### src/rtl/cic_ctrl_pkg.sv
// Shared types and helpers for the CIC decimator configuration sequencer.
package cic_ctrl_pkg;

    // Sequencer states: normal streaming, waiting for a phase boundary,
    // holding the CIC in soft reset, and blanking the refill outputs.
    typedef enum logic [1:0] {
        RUN    = 2'd0,
        DRAIN  = 2'd1,
        FLUSH  = 2'd2,
        SETTLE = 2'd3
    } state_t;

    // Factor bus is [DEC_WIDTH:0], wide enough to carry MAX_DEC_FACTOR itself.
    function automatic int dec_width(input int max_dec);
        return $clog2(max_dec);
    endfunction

    // A factor is usable when it is a non-zero power of two no larger than the maximum.
    function automatic logic is_legal_dec(input int unsigned f, input int unsigned max_dec);
        return (f != 0) && ((f & (f - 1)) == 0) && (f <= max_dec);
    endfunction

endpackage

### src/rtl/cic_ctrl_phase_cnt.sv
// Decimation-phase counter: counts accepted input strobes modulo the active
// factor, with a clear that holds it at zero while the CIC is being flushed.
module cic_ctrl_phase_cnt
    import cic_ctrl_pkg::*;
#(
    parameter int CNT_W = 5
) (
    input  logic             clk,
    input  logic             rst_n,
    input  logic             en_i,
    input  logic             clr_i,
    input  logic [CNT_W-1:0] modulus_i,
    output logic [CNT_W-1:0] phase_o
);

    localparam logic [CNT_W-1:0] ONE = CNT_W'(1);

    logic [CNT_W-1:0] phase_q;
    logic [CNT_W-1:0] phase_d;

    // Next phase: clear wins, otherwise advance on a strobe and wrap at factor-1.
    always_comb begin
        phase_d = phase_q;
        if (clr_i) begin
            phase_d = '0;
        end else if (en_i) begin
            if (phase_q >= modulus_i - ONE) begin
                phase_d = '0;
            end else begin
                phase_d = phase_q + ONE;
            end
        end
    end

    // Phase register, zero out of reset.
    always_ff @(posedge clk or negedge rst_n) begin
        if (!rst_n) begin
            phase_q <= '0;
        end else begin
            phase_q <= phase_d;
        end
    end

    assign phase_o = phase_q;

endmodule

### src/rtl/cic_dec_ctrl.sv
// Run-time decimation-factor sequencer for the CIC decimator. A factor change
// waits for a phase boundary, flushes the CIC, loads the new factor and blanks
// the refill outputs so downstream never sees a mixed-rate sample. Also keeps
// sticky overflow/underflow flags for qualified output samples.
module cic_dec_ctrl
    import cic_ctrl_pkg::*;
#(
    parameter int MAX_DEC_FACTOR = 16,
    parameter int DEC_WIDTH      = dec_width(MAX_DEC_FACTOR),
    parameter int DEFAULT_DEC    = 1,
    parameter int FLUSH_CYCLES   = 4,
    parameter int SETTLE_OUTPUTS = 2
) (
    input  logic               clk,
    input  logic               rst_n,
    input  logic               cfg_valid,
    output logic               cfg_ready,
    input  logic [DEC_WIDTH:0] cfg_dec_factor,
    output logic               cfg_err,
    input  logic               s_valid_in,
    output logic               cic_valid_in,
    output logic [DEC_WIDTH:0] cic_dec_factor,
    output logic               cic_flush_n,
    input  logic               cic_valid_out,
    input  logic               cic_overflow,
    input  logic               cic_underflow,
    output logic               m_valid_out,
    output logic               busy,
    input  logic               sticky_clr,
    output logic               ovf_sticky,
    output logic               udf_sticky
);

    localparam int FW  = DEC_WIDTH + 1;
    localparam int FCW = (FLUSH_CYCLES > 1) ? $clog2(FLUSH_CYCLES) : 1;
    localparam int SCW = (SETTLE_OUTPUTS > 1) ? $clog2(SETTLE_OUTPUTS) : 1;

    localparam logic [FW-1:0]  DEFAULT_F   = FW'(DEFAULT_DEC);
    localparam logic [FCW-1:0] FLUSH_LAST  = FCW'((FLUSH_CYCLES > 0) ? FLUSH_CYCLES - 1 : 0);
    localparam logic [SCW-1:0] SETTLE_LAST = SCW'((SETTLE_OUTPUTS > 0) ? SETTLE_OUTPUTS - 1 : 0);

    state_t         state_q;
    logic [FW-1:0]  dec_q;
    logic [FW-1:0]  pend_q;
    logic [FCW-1:0] flush_cnt_q;
    logic [SCW-1:0] settle_cnt_q;
    logic           ready_q;
    logic           busy_q;
    logic           flush_n_q;
    logic           err_q;
    logic           ovf_q;
    logic           ovf_d;
    logic           udf_q;
    logic           udf_d;

    logic           req_fire;
    logic           req_legal;
    logic           req_same;
    logic           out_qual;
    logic [FW-1:0]  phase;

    // Requests are only taken while streaming normally; ready is low elsewhere.
    assign req_fire  = cfg_valid & ready_q;
    assign req_legal = is_legal_dec(32'(cfg_dec_factor), MAX_DEC_FACTOR);
    assign req_same  = (cfg_dec_factor == dec_q);

    // Upstream samples are dropped only while the CIC is held in soft reset;
    // outputs are forwarded only outside the flush/settle blanking window.
    assign cic_valid_in = s_valid_in & (state_q != FLUSH);
    assign out_qual     = (state_q == RUN) || (state_q == DRAIN);
    assign m_valid_out  = cic_valid_out & out_qual;

    cic_ctrl_phase_cnt #(
        .CNT_W (FW)
    ) u_phase (
        .clk       (clk),
        .rst_n     (rst_n),
        .en_i      (cic_valid_in),
        .clr_i     (state_q == FLUSH),
        .modulus_i (dec_q),
        .phase_o   (phase)
    );

    // Sequencer FSM with registered control outputs and flush/settle counters.
    always_ff @(posedge clk or negedge rst_n) begin
        if (!rst_n) begin
            state_q      <= RUN;
            dec_q        <= DEFAULT_F;
            flush_cnt_q  <= '0;
            settle_cnt_q <= '0;
            ready_q      <= 1'b1;
            busy_q       <= 1'b0;
            flush_n_q    <= 1'b1;
            err_q        <= 1'b0;
        end else begin
            err_q <= 1'b0;
            case (state_q)
                RUN: begin
                    if (req_fire) begin
                        if (!req_legal) begin
                            err_q <= 1'b1;
                        end else if (!req_same) begin
                            state_q <= DRAIN;
                            ready_q <= 1'b0;
                            busy_q  <= 1'b1;
                        end
                    end
                end
                DRAIN: begin
                    // Flush only on a decimation-phase boundary so no partial
                    // output frame is lost mid-accumulation.
                    if (phase == '0) begin
                        state_q     <= FLUSH;
                        dec_q       <= pend_q;
                        flush_n_q   <= 1'b0;
                        flush_cnt_q <= '0;
                    end
                end
                FLUSH: begin
                    if (flush_cnt_q == FLUSH_LAST) begin
                        flush_n_q    <= 1'b1;
                        settle_cnt_q <= '0;
                        if (SETTLE_OUTPUTS == 0) begin
                            state_q <= RUN;
                            ready_q <= 1'b1;
                            busy_q  <= 1'b0;
                        end else begin
                            state_q <= SETTLE;
                        end
                    end else begin
                        flush_cnt_q <= flush_cnt_q + FCW'(1);
                    end
                end
                SETTLE: begin
                    // Leave on the clock of the last suppressed output strobe.
                    if (cic_valid_out) begin
                        if (settle_cnt_q == SETTLE_LAST) begin
                            state_q <= RUN;
                            ready_q <= 1'b1;
                            busy_q  <= 1'b0;
                        end else begin
                            settle_cnt_q <= settle_cnt_q + SCW'(1);
                        end
                    end
                end
                default: begin
                    state_q   <= RUN;
                    ready_q   <= 1'b1;
                    busy_q    <= 1'b0;
                    flush_n_q <= 1'b1;
                end
            endcase
        end
    end

    // Pending factor captured on an accepted request; its value only matters
    // after a legal change request has moved the FSM out of RUN.
    always_ff @(posedge clk) begin
        if ((state_q == RUN) && req_fire) begin
            pend_q <= cfg_dec_factor;
        end
    end

    // Sticky next state: a qualified flag sets, clear drops, set wins a tie.
    always_comb begin
        ovf_d = (cic_overflow  & m_valid_out) | (ovf_q & ~sticky_clr);
        udf_d = (cic_underflow & m_valid_out) | (udf_q & ~sticky_clr);
    end

    // Sticky status registers.
    always_ff @(posedge clk or negedge rst_n) begin
        if (!rst_n) begin
            ovf_q <= 1'b0;
            udf_q <= 1'b0;
        end else begin
            ovf_q <= ovf_d;
            udf_q <= udf_d;
        end
    end

    assign cfg_ready      = ready_q;
    assign busy           = busy_q;
    assign cic_flush_n    = flush_n_q;
    assign cfg_err        = err_q;
    assign cic_dec_factor = dec_q;
    assign ovf_sticky     = ovf_q;
    assign udf_sticky     = udf_q;

endmodule

### config.mk
export PLATFORM = sky130hd
export DESIGN_NAME = cic_dec_ctrl
export DESIGN_NICKNAME = d
export VERILOG_FILES = /design/src/rtl/cic_ctrl_pkg.sv /design/src/rtl/cic_ctrl_phase_cnt.sv /design/src/rtl/cic_dec_ctrl.sv
export SDC_FILE = /design/constraint.sdc
export NUM_CORES = 1
export LEC_CHECK = 0
export CAP_MARGIN = 20
export CELL_PAD_IN_SITES_DETAIL_PLACEMENT = 1
export CELL_PAD_IN_SITES_GLOBAL_PLACEMENT = 1
export CORE_ASPECT_RATIO = 0.7
export CORE_UTILIZATION = 40
export DETAILED_ROUTE_END_ITERATION = 10
export PLACE_DENSITY = 0.81
export SLEW_MARGIN = 20
export SYNTH_ARGS = -nofsm -noshare
export SYNTH_HDL_FRONTEND = slang
export SYNTH_SLANG_ARGS = --single-unit
export TNS_END_PERCENT = 30
### constraint.sdc
create_clock -name clk -period 3.2 [get_ports clk]
set_clock_uncertainty 0.2 [all_clocks]
set_input_delay 0.32 -clock clk [delete_from_list [all_inputs] [get_ports clk]]
set_output_delay 0.32 -clock clk [all_outputs]
set_load 0.01 [all_outputs]
==> out/results.txt <==
status: finished clean
wire length per cell: 16.7 um
DP Wirelength: 2930 um
vias in the first global route: 1,293
Residual DRC: 0
Worst Setup Start Kind: flip-flop
Die Area: 4070 um^2
final setup vio count: 0
Synth area leaders: dfrtp_1 30%, ha_1 11%, edfxtp_1 9.8%
delay-heaviest family, CP: compound AO/OA/AOI/OAI gates
Slew HR: 0.579
Core Rows: 18
First-pass DRT Iterations: 4
starting density of the core: 0.426
Crit path largest cell delay: 580 ps
post-CTS setup buffers: 0
Post-synth top flop: dfrtp_1
clk_lat worst skew: 270 ps
Hold Buf Count CTS: 0
number of synthesized flops with an enable pin: 5
Bufs and invs on worst path: 1
Yosys top cell by area: dfrtp_1
sw power: 0.000687 W
GRT overflow: 0
setup ws final: 556 ps
total CTS buffers: 3
Internal: 0.000984 W
M2 GR Usage: 0.366
Top Ports: 26
Post-DRT Antenna Nets: 0
Post-Place Worst Slack: 564 ps
Max Clock Freq: 0.378 GHz
top cell type's share of synthesized area: 0.295
Port Buffer Count: 25
root buffer cell: clkbuf_8
critical path's most frequent cell: ha_1
Core Area: 3580 um^2
switching share of power: 0.411
critical path peak fanout: 6
Total Routing Usage GR: 0.215
final-report max-slew violation count: 0
Clock Sinks: 26
layout cells sized above 1: 0.0847
clk slew on worst S/H paths: 90 ps
Mapped Area: 1530 um^2
sequential power share: 0.357
RSZ-0062 raised after global routing: no
Cell variety after synth: 42
Slowest-stage cell, CP: dfstp_2
Die Y: 53.7 um
Fin. Hold Viols: 0
first-pass GRT wire length: 6230 um
clk buf depth: 2
hold slack: 286 ps
DR vias/cell: 5.45
Yosys warnings: 0
register area share after synthesis: 0.445
Nets: 204
period utilization: 0.826
CTS tree: yes
ant diodes: 0
FF+latch count, synth: 26
Fin Setup TNS: 0 ps
critical path cell sequence: inv_1 > ha_1 > nand2_1 > xor2_1 > ha_1 > o211ai_1 > o21ai_0 > o22ai_1 > a21o_2
Initial DRC Count: 81
Hold Path Class: flip-flop to flip-flop
drt total wl: 3800 um
GPL Wtd Cong: 0.769
WP data required: 3170 ps
Max Cap Violations: 0
cts repair resizes: 0
Tightest Pin Transition: 625 ps
Chip Width: 75.8 um
Avg Cell Area, Syn: 10.2 um^2
H-tree levels: 1
via count: 1,237
CP endpoint kind: flip-flop
Max VDD drop: 0.367 mV
antenna violations before repair: 0
cells after synthesis: 149
Comb pwr share: 0.528
Clock Power Share: 0.115
LEAKAGE: 0.790 nW
Tmin final: 2640 ps
Post-Syn Nets: 175
M1 GR Usage: 0.274
Area Overhead vs Synth: 23.2%
WS Path Type: flip-flop to flip-flop
reg2reg setup slack: 560 ps
GR Util met3: 0.0449
Fillers: 406
ys async rst share: 0.808
largest net degree at the start of global routing: 22
layer with the highest usage: met2
Worst EP arrival: 2610 ps
pwr/cell area: 889 nW/um^2
## metrics by stage
stage / utilization / area [um^2] / power, W / std cells
final: 0.525 / 1880 / 0.00167 / 227
after global placement: 0.511 / 1830 / 0.00141 / 222
after floorplan: - / 1530 / 0.00114 / 149
after detailed placement: 0.511 / 1830 / 0.00148 / 222
after global routing: 0.525 / 1880 / 0.00182 / 227
after CTS: 0.523 / 1870 / 0.00169 / 226
## cells in the final DEF (no fill, tap or decap), types with 7 or more instances in the layout
master,instances
clkdlybuf4s50_1,24
nor2_1,8
xor2_1,7
dfrtp_1,18
o21ai_0,9
ha_1,13
nand2_1,15
inv_1,13
## sequential cells by signal (all words and copies together), names as in the netlist
signal	flops
busy	1
state_q	2
settle_cnt_q	1
udf_sticky	1
cfg_ready	1
flush_cnt_q	2
u_phase.phase_o	5
cfg_err	1
cic_dec_factor	5
cic_flush_n	1
ovf_sticky	1
pend_q	5
## logic make-up (layout without fill, tap and decap cells)
| kind of cell | count (synthesis) | after routing | synth area share |
|---|---|---|---|
| AO/OA/AOI/OAI | 32 | 32 | 0.147 |
| multiplexers | 7 | 7 | 0.0500 |
| AND/OR/NAND/NOR | 45 | 45 | 0.150 |
| adder cells (fa/ha/maj) | 13 | 13 | 0.107 |
| buffers and inverters | 15 | 43 | 0.0377 |
| XOR/XNOR | 11 | 11 | 0.0632 |
| flip-flops | 26 | 26 | 0.445 |
## power by group through the flow
| stage | combinational (W) | sequential [W] | clock, W |
|---|---|---|---|
| 2_1_floorplan | 0.000547 | 0.000592 | 0 |
| 3_3_place_gp | 0.000817 | 0.000591 | 0 |
| 3_5_place_dp | 0.000882 | 0.000601 | 0 |
| 4_1_cts | 0.000892 | 0.000597 | 0.000198 |
| 5_1_grt | 0.000990 | 0.000616 | 0.000214 |
| 6_report | 0.000882 | 0.000596 | 0.000192 |
## path summary, 6_finish.rpt
check,start,end,cells past startpoint
min,pend_q[1],cic_dec_factor[1],1
max in group asynchronous,rst_n,cic_flush_n,2
min reg2reg,pend_q[1],cic_dec_factor[1],1
max,cic_dec_factor[0],u_phase.phase_o[2],9
min in group asynchronous,rst_n,ovf_sticky,2
max reg2reg,cic_dec_factor[0],u_phase.phase_o[2],9
## worst register-to-register path, cell delays in order (launching register included)
cell      delay (ps)
dfstp_2          580
inv_1             70
ha_1             220
nand2_1           80
xor2_1            80
ha_1             310
o211ai_1          80
o21ai_0          510
o22ai_1          170
a21o_2           240
## Yosys cell counts (2+ instances only)
library cell  number
dfrtp_1           18
nand2_1           15
ha_1              13
inv_1             13
o21ai_0            9
nor2_1             8
xor2_1             7
edfxtp_1           5
mux2_2             5
nor3_1             5
a21oi_1            4
a31oi_1            4
nand3_1            4
xnor2_1            4
dfstp_2            3
a22o_1             2
and2_1             2
mux2i_1            2
nand3b_1           2
nand4_1            2
## area by class of cell
class                           instances  area, um^2  share of cell area
Inverter                               13        48.8              0.0260
Tap cell                               50        62.6              0.0333
Clock buffer                            4        45.0              0.0240
Timing Repair Buffer                   26         255               0.136
Multi-Input combinational cell        108         788               0.419
Sequential cell                        26         679               0.362
## metal layers
metal | share of wire | vias up
li1 | - | 589
met1 | 0.46 | 612
met2 | 0.49 | 30
met3 | 0.035 | 6
met4 | 0.012 | 0
met5 | 0 | -
Power figures use the tool's default switching activity.
